--- config.mk ---
export PLATFORM = sky130hd
export DESIGN_NAME = bin_to_bcd_seq
export DESIGN_NICKNAME = d
export VERILOG_FILES = /design/src/rtl/bin_bcd_pkg.sv /design/src/rtl/bcd_digit_adj.sv /design/src/rtl/bin_to_bcd_seq.sv
export SDC_FILE = /design/constraint.sdc
export NUM_CORES = 1
export LEC_CHECK = 0
export CAP_MARGIN = 20
export CORE_ASPECT_RATIO = 0.8
export CORE_MARGIN = 2
export CORE_UTILIZATION = 40
export CTS_CLUSTER_DIAMETER = 30
export CTS_CLUSTER_SIZE = 14
export DETAILED_ROUTE_END_ITERATION = 10
export SYNTH_ARGS = -nofsm -noshare
export SYNTH_HDL_FRONTEND = slang
export SYNTH_SLANG_ARGS = --single-unit
--- constraint.sdc ---
create_clock -name i_clk -period 1.96 [get_ports i_clk]
set_input_delay 0.392 -clock i_clk [delete_from_list [all_inputs] [get_ports i_clk]]
set_output_delay 0.392 -clock i_clk [all_outputs]
set_load 0.005 [all_outputs]
--- src/rtl/bin_bcd_pkg.sv ---
// Shared types and elaboration-time helpers for the sequential binary-to-BCD converter.
package bin_bcd_pkg;

  localparam int DIGIT_W = 4;

  typedef enum logic [1:0] {
    IDLE = 2'd0,
    CONV = 2'd1,
    DONE = 2'd2
  } state_t;

  function automatic int clog2(input int value);
    int r;
    r = 0;
    for (int i = 0; i < 32; i++) begin
      if ((64'd1 << r) < 64'(value)) r++;
    end
    return r;
  endfunction

  // Decimal digits needed for the largest BIN_W-bit unsigned value.
  function automatic int min_digits(input int bin_w);
    longint unsigned v;
    int n;
    v = (64'd1 << bin_w) - 64'd1;
    n = 0;
    for (int i = 0; i < 20; i++) begin
      if (v != 0) begin
        v = v / 10;
        n++;
      end
    end
    return n;
  endfunction

endpackage

--- src/rtl/bcd_digit_adj.sv ---
// Double-dabble correction cell: adds 3 to a BCD digit of 5 or more before the shift.
module bcd_digit_adj (
  input  logic [3:0] i_digit,
  output logic [3:0] o_digit
);

  assign o_digit = (i_digit >= 4'd5) ? i_digit + 4'd3 : i_digit;

endmodule

--- src/rtl/bin_to_bcd_seq.sv ---
// Sequential double-dabble binary-to-BCD converter, one shift per clock, with
// valid/ready handshakes, optional two's-complement input and overflow reporting.
module bin_to_bcd_seq
  import bin_bcd_pkg::*;
#(
  parameter int BIN_W  = 13,
  parameter int DIGITS = 4,
  parameter bit SIGNED = 1'b0
) (
  input  logic                             i_clk,
  input  logic                             i_reset_n,
  input  logic                             i_valid,
  output logic                             o_ready,
  input  logic [BIN_W-1:0]                 i_binary_data,
  output logic                             o_valid,
  input  logic                             i_ready,
  output logic [DIGITS*DIGIT_W-1:0]        o_bcd_data,
  output logic                             o_sign,
  output logic [clog2(DIGITS+1)-1:0]       o_ndig,
  output logic                             o_overflow
);

  localparam int BCD_W  = DIGITS * DIGIT_W;
  localparam int NDIG_W = clog2(DIGITS + 1);
  localparam int CNT_W  = clog2(BIN_W + 1);
  // When enough digits exist for any input, the top carry can never be set.
  localparam bit OVF_POSSIBLE = (DIGITS < min_digits(BIN_W));

  if (BIN_W < 2 || BIN_W > 32 || DIGITS < 1 || DIGITS > 10) begin : g_param_check
    $fatal(1, "bin_to_bcd_seq: BIN_W must be 2..32 and DIGITS 1..10");
  end

  state_t             state, state_nxt;
  logic [BIN_W-1:0]   shreg;
  logic [BCD_W-1:0]   digits;
  logic [BCD_W-1:0]   adj;
  logic [CNT_W-1:0]   cnt;
  logic               sign_r;
  logic               ovf_r;

  logic               in_neg;
  logic [BIN_W-1:0]   mag;
  logic               carry;
  logic [BCD_W-1:0]   digits_sh;
  logic [BIN_W-1:0]   shreg_sh;
  logic               ovf_nxt;
  logic               last_step;

  for (genvar g = 0; g < DIGITS; g++) begin : g_adj
    bcd_digit_adj u_adj (
      .i_digit (digits[g*DIGIT_W +: DIGIT_W]),
      .o_digit (adj[g*DIGIT_W +: DIGIT_W])
    );
  end

  function automatic logic [NDIG_W-1:0] calc_ndig(input logic [BCD_W-1:0] d, input logic ovf);
    logic [NDIG_W-1:0] n;
    n = NDIG_W'(1);
    for (int i = 0; i < DIGITS; i++) begin
      if (d[i*DIGIT_W +: DIGIT_W] != 4'd0) n = NDIG_W'(i + 1);
    end
    if (ovf) n = NDIG_W'(DIGITS);
    return n;
  endfunction

  // Negation in BIN_W bits maps -2^(BIN_W-1) onto its correct unsigned magnitude.
  assign in_neg    = SIGNED && i_binary_data[BIN_W-1];
  assign mag       = in_neg ? (~i_binary_data + BIN_W'(1)) : i_binary_data;
  assign carry     = adj[BCD_W-1];
  assign digits_sh = {adj[BCD_W-2:0], shreg[BIN_W-1]};
  assign shreg_sh  = {shreg[BIN_W-2:0], 1'b0};
  assign ovf_nxt   = OVF_POSSIBLE && (ovf_r || carry);
  assign last_step = (cnt == CNT_W'(BIN_W - 1));

  // NOTE: sequential state uses non-blocking assignments so every register
  // samples the pre-edge values regardless of process ordering.
  always_ff @(posedge i_clk or negedge i_reset_n) begin
    if (!i_reset_n) state <= IDLE;
    else            state <= state_nxt;
  end

  // NOTE: the default assignment first keeps this block free of latches.
  always_comb begin
    state_nxt = state;
    case (state)
      IDLE:    if (i_valid)   state_nxt = CONV;
      CONV:    if (last_step) state_nxt = DONE;
      DONE:    if (i_ready)   state_nxt = IDLE;
      default: state_nxt = IDLE;
    endcase
  end

  always_comb begin
    o_ready = (state == IDLE);
    o_valid = (state == DONE);
  end

  always_ff @(posedge i_clk or negedge i_reset_n) begin
    if (!i_reset_n) begin
      shreg      <= '0;
      digits     <= '0;
      cnt        <= '0;
      sign_r     <= 1'b0;
      ovf_r      <= 1'b0;
      o_bcd_data <= '0;
      o_sign     <= 1'b0;
      o_ndig     <= NDIG_W'(1);
      o_overflow <= 1'b0;
    end else begin
      case (state)
        IDLE: begin
          if (i_valid) begin
            shreg  <= mag;
            sign_r <= in_neg;
            digits <= '0;
            ovf_r  <= 1'b0;
            cnt    <= '0;
          end
        end
        CONV: begin
          shreg  <= shreg_sh;
          digits <= digits_sh;
          ovf_r  <= ovf_nxt;
          cnt    <= cnt + CNT_W'(1);
          if (last_step) begin
            o_bcd_data <= digits_sh;
            o_sign     <= sign_r;
            o_overflow <= ovf_nxt;
            o_ndig     <= calc_ndig(digits_sh, ovf_nxt);
          end
        end
        default: ;
      endcase
    end
  end

endmodule

==> flow_results.org <==
** Routing
- The first routing iteration left ~130 violations.
- Mean routed wirelength per cell :: between 10 and 15 um
- Wires add up to 6001 um.
- For this run, the detailed router's first-pass iteration total came to 4.
- Once detail routing completed, the nets flagged for antenna violations numbered 0.
- Final routed DRC violation total :: 0
- Total vias in the final route :: roughly 2200
- Via count normalized by instance count :: between 5 and 6

** CTS
- H-Tree Depth :: 2
- Clock buffer count from CTS :: 5
- Counting along the longest clock path gives a buffer depth of 2.
- CTS placed an instance of clkbuf_8 at the clock tree root.
- TritonCTS clock tree :: yes
- Count of hold buffers inserted by post-cts repair :: 0
- Clock-pin slew was measured on the worst setup and hold paths at 100 ps.
- Clk sinks :: 54
- The clock reaches the later pin of the worst-skew pair after 310 ps.

** Timing
- Setup slack of the critical path after layout :: 40.91 ps
- In the final timing run, aggregate negative setup slack is 0 ps.
- Setup clock skew after layout :: 9.318 ps
- Actual slew at the worst max-slew pin :: 866.1 ps
- The final critical path takes up 97.91% of the cycle.
- Final Hold Viols :: 0
- Setup violations remaining at the end of the flow were counted as 0.
- Max-slew violation count :: 0
- Max frequency :: 521.1 MHz
- Subtracting the final worst setup slack from the clock period gives roughly 1900 ps.
- Remaining max-slew budget at the tightest pin :: 42.14%

** Global routing
- Global-route total usage across every layer :: 16.06%
- Vias in the first global route :: 2005
- After global routing the overflow that remains totals 0.
- Global-route wire length before repair :: 9846 um
- Largest net degree at the start of global routing :: 55
- The number of antenna violations at the first check in global routing was 0.

** Yosys
- After synthesis the netlist holds a flip-flop and latch count of 54.
- The Yosys step of the flow raised 0 warnings.
- The cell area that synthesis handed to floorplanning was ~2800 um^2.
- Top-area cell type share of the netlist area :: 48.23%
- Dominant cell type by area after synthesis :: dfrtp_1
- Synthesis handed over a netlist of 286 instances.
- Syn_area_per_cell :: 9.616 um^2
- Sorting the synthesized cells by area gives the leading types as dfrtp_1 48%, nand2_1 6.1%, o21ai_0 5.3%, ha_1 4.5%, a21oi_1 3.5%.
- Distinct cells, synth :: 41
- The share of the Yosys chip area taken by registers is 49.18%.

** Critical path
- The worst setup path is captured at an output pin.
- Startpoint type of the worst setup path :: flop
- For the worst setup path, the data required time is 1570 ps.
- For the worst setup path, the data arrival time is 1530 ps.
- In this run the worst path has a maximum fanout of 4.
- The worst setup path is of the flop to output pin kind.

** Power and ir drop
- Portion of total power attributed to sequential cells :: 38.2%
- In this run the static leakage power is 1.477 nW.
- Net switching is 39.13% of the power.
- The share of total power dissipated in the clock network is 12.6%.
- Net Sw Power :: a little over 2 mW
- Maximum vdd drop :: 0.0005859 V
- Combinational cell fraction of total power :: between 40% and 50%
- Int Power :: about 3.2 mW
- Power density over cell area :: between 1500 and 2000 nW/um^2

** Floorplanning
- For this configuration, the core starts out at a cell density of 40.70%.
- Die footprint :: 7559 um^2
- Measured along the y axis, the die boundary spans 78.17 um.
- The region available for standard cell placement spans 6756 um^2.
- After floorplanning, the core was divided into 27 placement rows.
- Overall die width :: 96.71 um
- 40 I/O pins were placed.

** Flow run
- Max Cap Violations :: 0

** Layout
- Non-Filler Instances :: 418
- Synth-to-Final Area Change :: 24.89%
- Leaving out fill and tap cells, the most frequent cell in the layout is dfrtp_1.
- The repair_antennas step left the layout with diodes totalling 0.
- The post-route netlist has 12.69% of its cells at a drive strength greater than 1.
- Leading cell types in the layout, fill and taps excluded :: 52 x dfrtp_1, 45 x nand2_1, 36 x clkdlybuf4s50_1
- Number of nets in the finished design :: 357

** Placed design
- Prior to clock tree synthesis, the placed netlist has a worst setup slack of 73.50 ps.
- During placement, the flow inserted port buffers numbering 37.
- Number of placed instances with taps included :: ~410
- Global placer's final weighted congestion :: 0.8142
- Half-perimeter wire length after placement :: 4088 um

** Run status
- The run finished with clean final reports.

** Min path
- The tightest min-delay check is of the input port to async pin type.
==> synth_stat cells, drive strengths merged <==
cell type  instances
o21bai             1
ha                10
dfrtp             53
dfstp              1
a21boi             2
xnor2              4
a311oi             1
a21o               2
o21a               2
a41oi              1
buf               11
a22oi             12
nor3               4
or3b               1
mux2               4
nor2               6
a31oi              2
inv               11
clkbuf             6
nor3b              4
a21oi             20
o21ai             44
nand4bb            1
conb               1
mux2i              1
or2                1
nand2             45
nor2b             15
nor4b              1
a22o               8
nand3b             2
a2111oi            1
nand2b             6
nand3              2
==> cell type report <==
type / count / area (um^2)
Fill cell: 631 / 3322
Sequential cell: 54 / 1354
Multi-Input combinational cell: 205 / 1309
Timing Repair Buffer: 53 / 526.8
Tap cell: 87 / 108.9
Clock buffer: 6 / 82.58
Inverter: 11 / 41.29
Clock inverter: 2 / 12.51
==> state kept, by name (all words and copies together), names as in the netlist <==
signal and flops:
cnt 4, digits 16, o_bcd_data 16, o_ndig 3, shreg 13, state 2
==> kinds of logic after synthesis <==
group           share of synthesized area (%)
compound gates                          21.20
xor+xnor                                1.274
fa+ha+maj                               4.550
buf+inv                                 5.186
flops                                   49.18
mux                                     2.138
other cells                            0.1364
simple gates                            16.33
==> stage by stage <==
step                      util (%)  power [mW]  instance area (um^2)  hold WS (ps)
final                        50.83       5.228                  3435         58.15
after global routing         50.83       5.657                  3435         67.97
after CTS                    49.67       5.070                  3356         74.84
after detailed placement     48.06       4.391                  3247         413.0
after global placement       48.06       4.325                  3247         412.7
after floorplan                  -       3.517                  2754         96.41
==> per-layer routing <==
| layer | global-route usage, % | wire [um] | vias up |
|---|---|---|---|
| met5 | 0 | 0 | - |
| met4 | 5.493 | 79 | 0 |
| li1 | - | - | 1077 |
| met1 | 23.44 | 3069 | 1022 |
| met3 | 2.493 | 252 | 7 |
| met2 | 24.44 | 2599 | 44 |
==> repair_timing <==
action                                  CTS  global route
gates resized for setup                   2             7
pin swaps                                 0             2
gates cloned                              0             0
endpoints found under the setup margin    1             3
setup buffers                             1             4
==> power by group through the flow <==
stage	registers, mW	logic [mW]	clock network (mW)
after global placement	1.99	2.34	0
after CTS	1.98	2.42	0.674
after global routing	2.07	2.86	0.726
after floorplan	1.92	1.60	0
final	2.00	2.57	0.661
after detailed placement	2.00	2.39	0
==> final timing paths <==
kind,start,endpoint,slack (ps),depth (start not counted)
max in group asynchronous,i_reset_n,o_ndig[0],1630,2
min in group i_clk,o_ndig[0],o_ndig[0],480,2
min,i_reset_n,digits[11],60,2
max reg2reg,digits[4],o_ndig[1],130,7
min reg2reg,o_ndig[0],o_ndig[0],480,2
max,state[0],o_ready,40,3
==> worst max-delay path: stages, from the launching register on <==
cell             delay, ps
dfrtp_1                440
buf_6                  150
nor2_2                 120
clkdlybuf4s50_1        520
(Power assumes the default switching activity.)
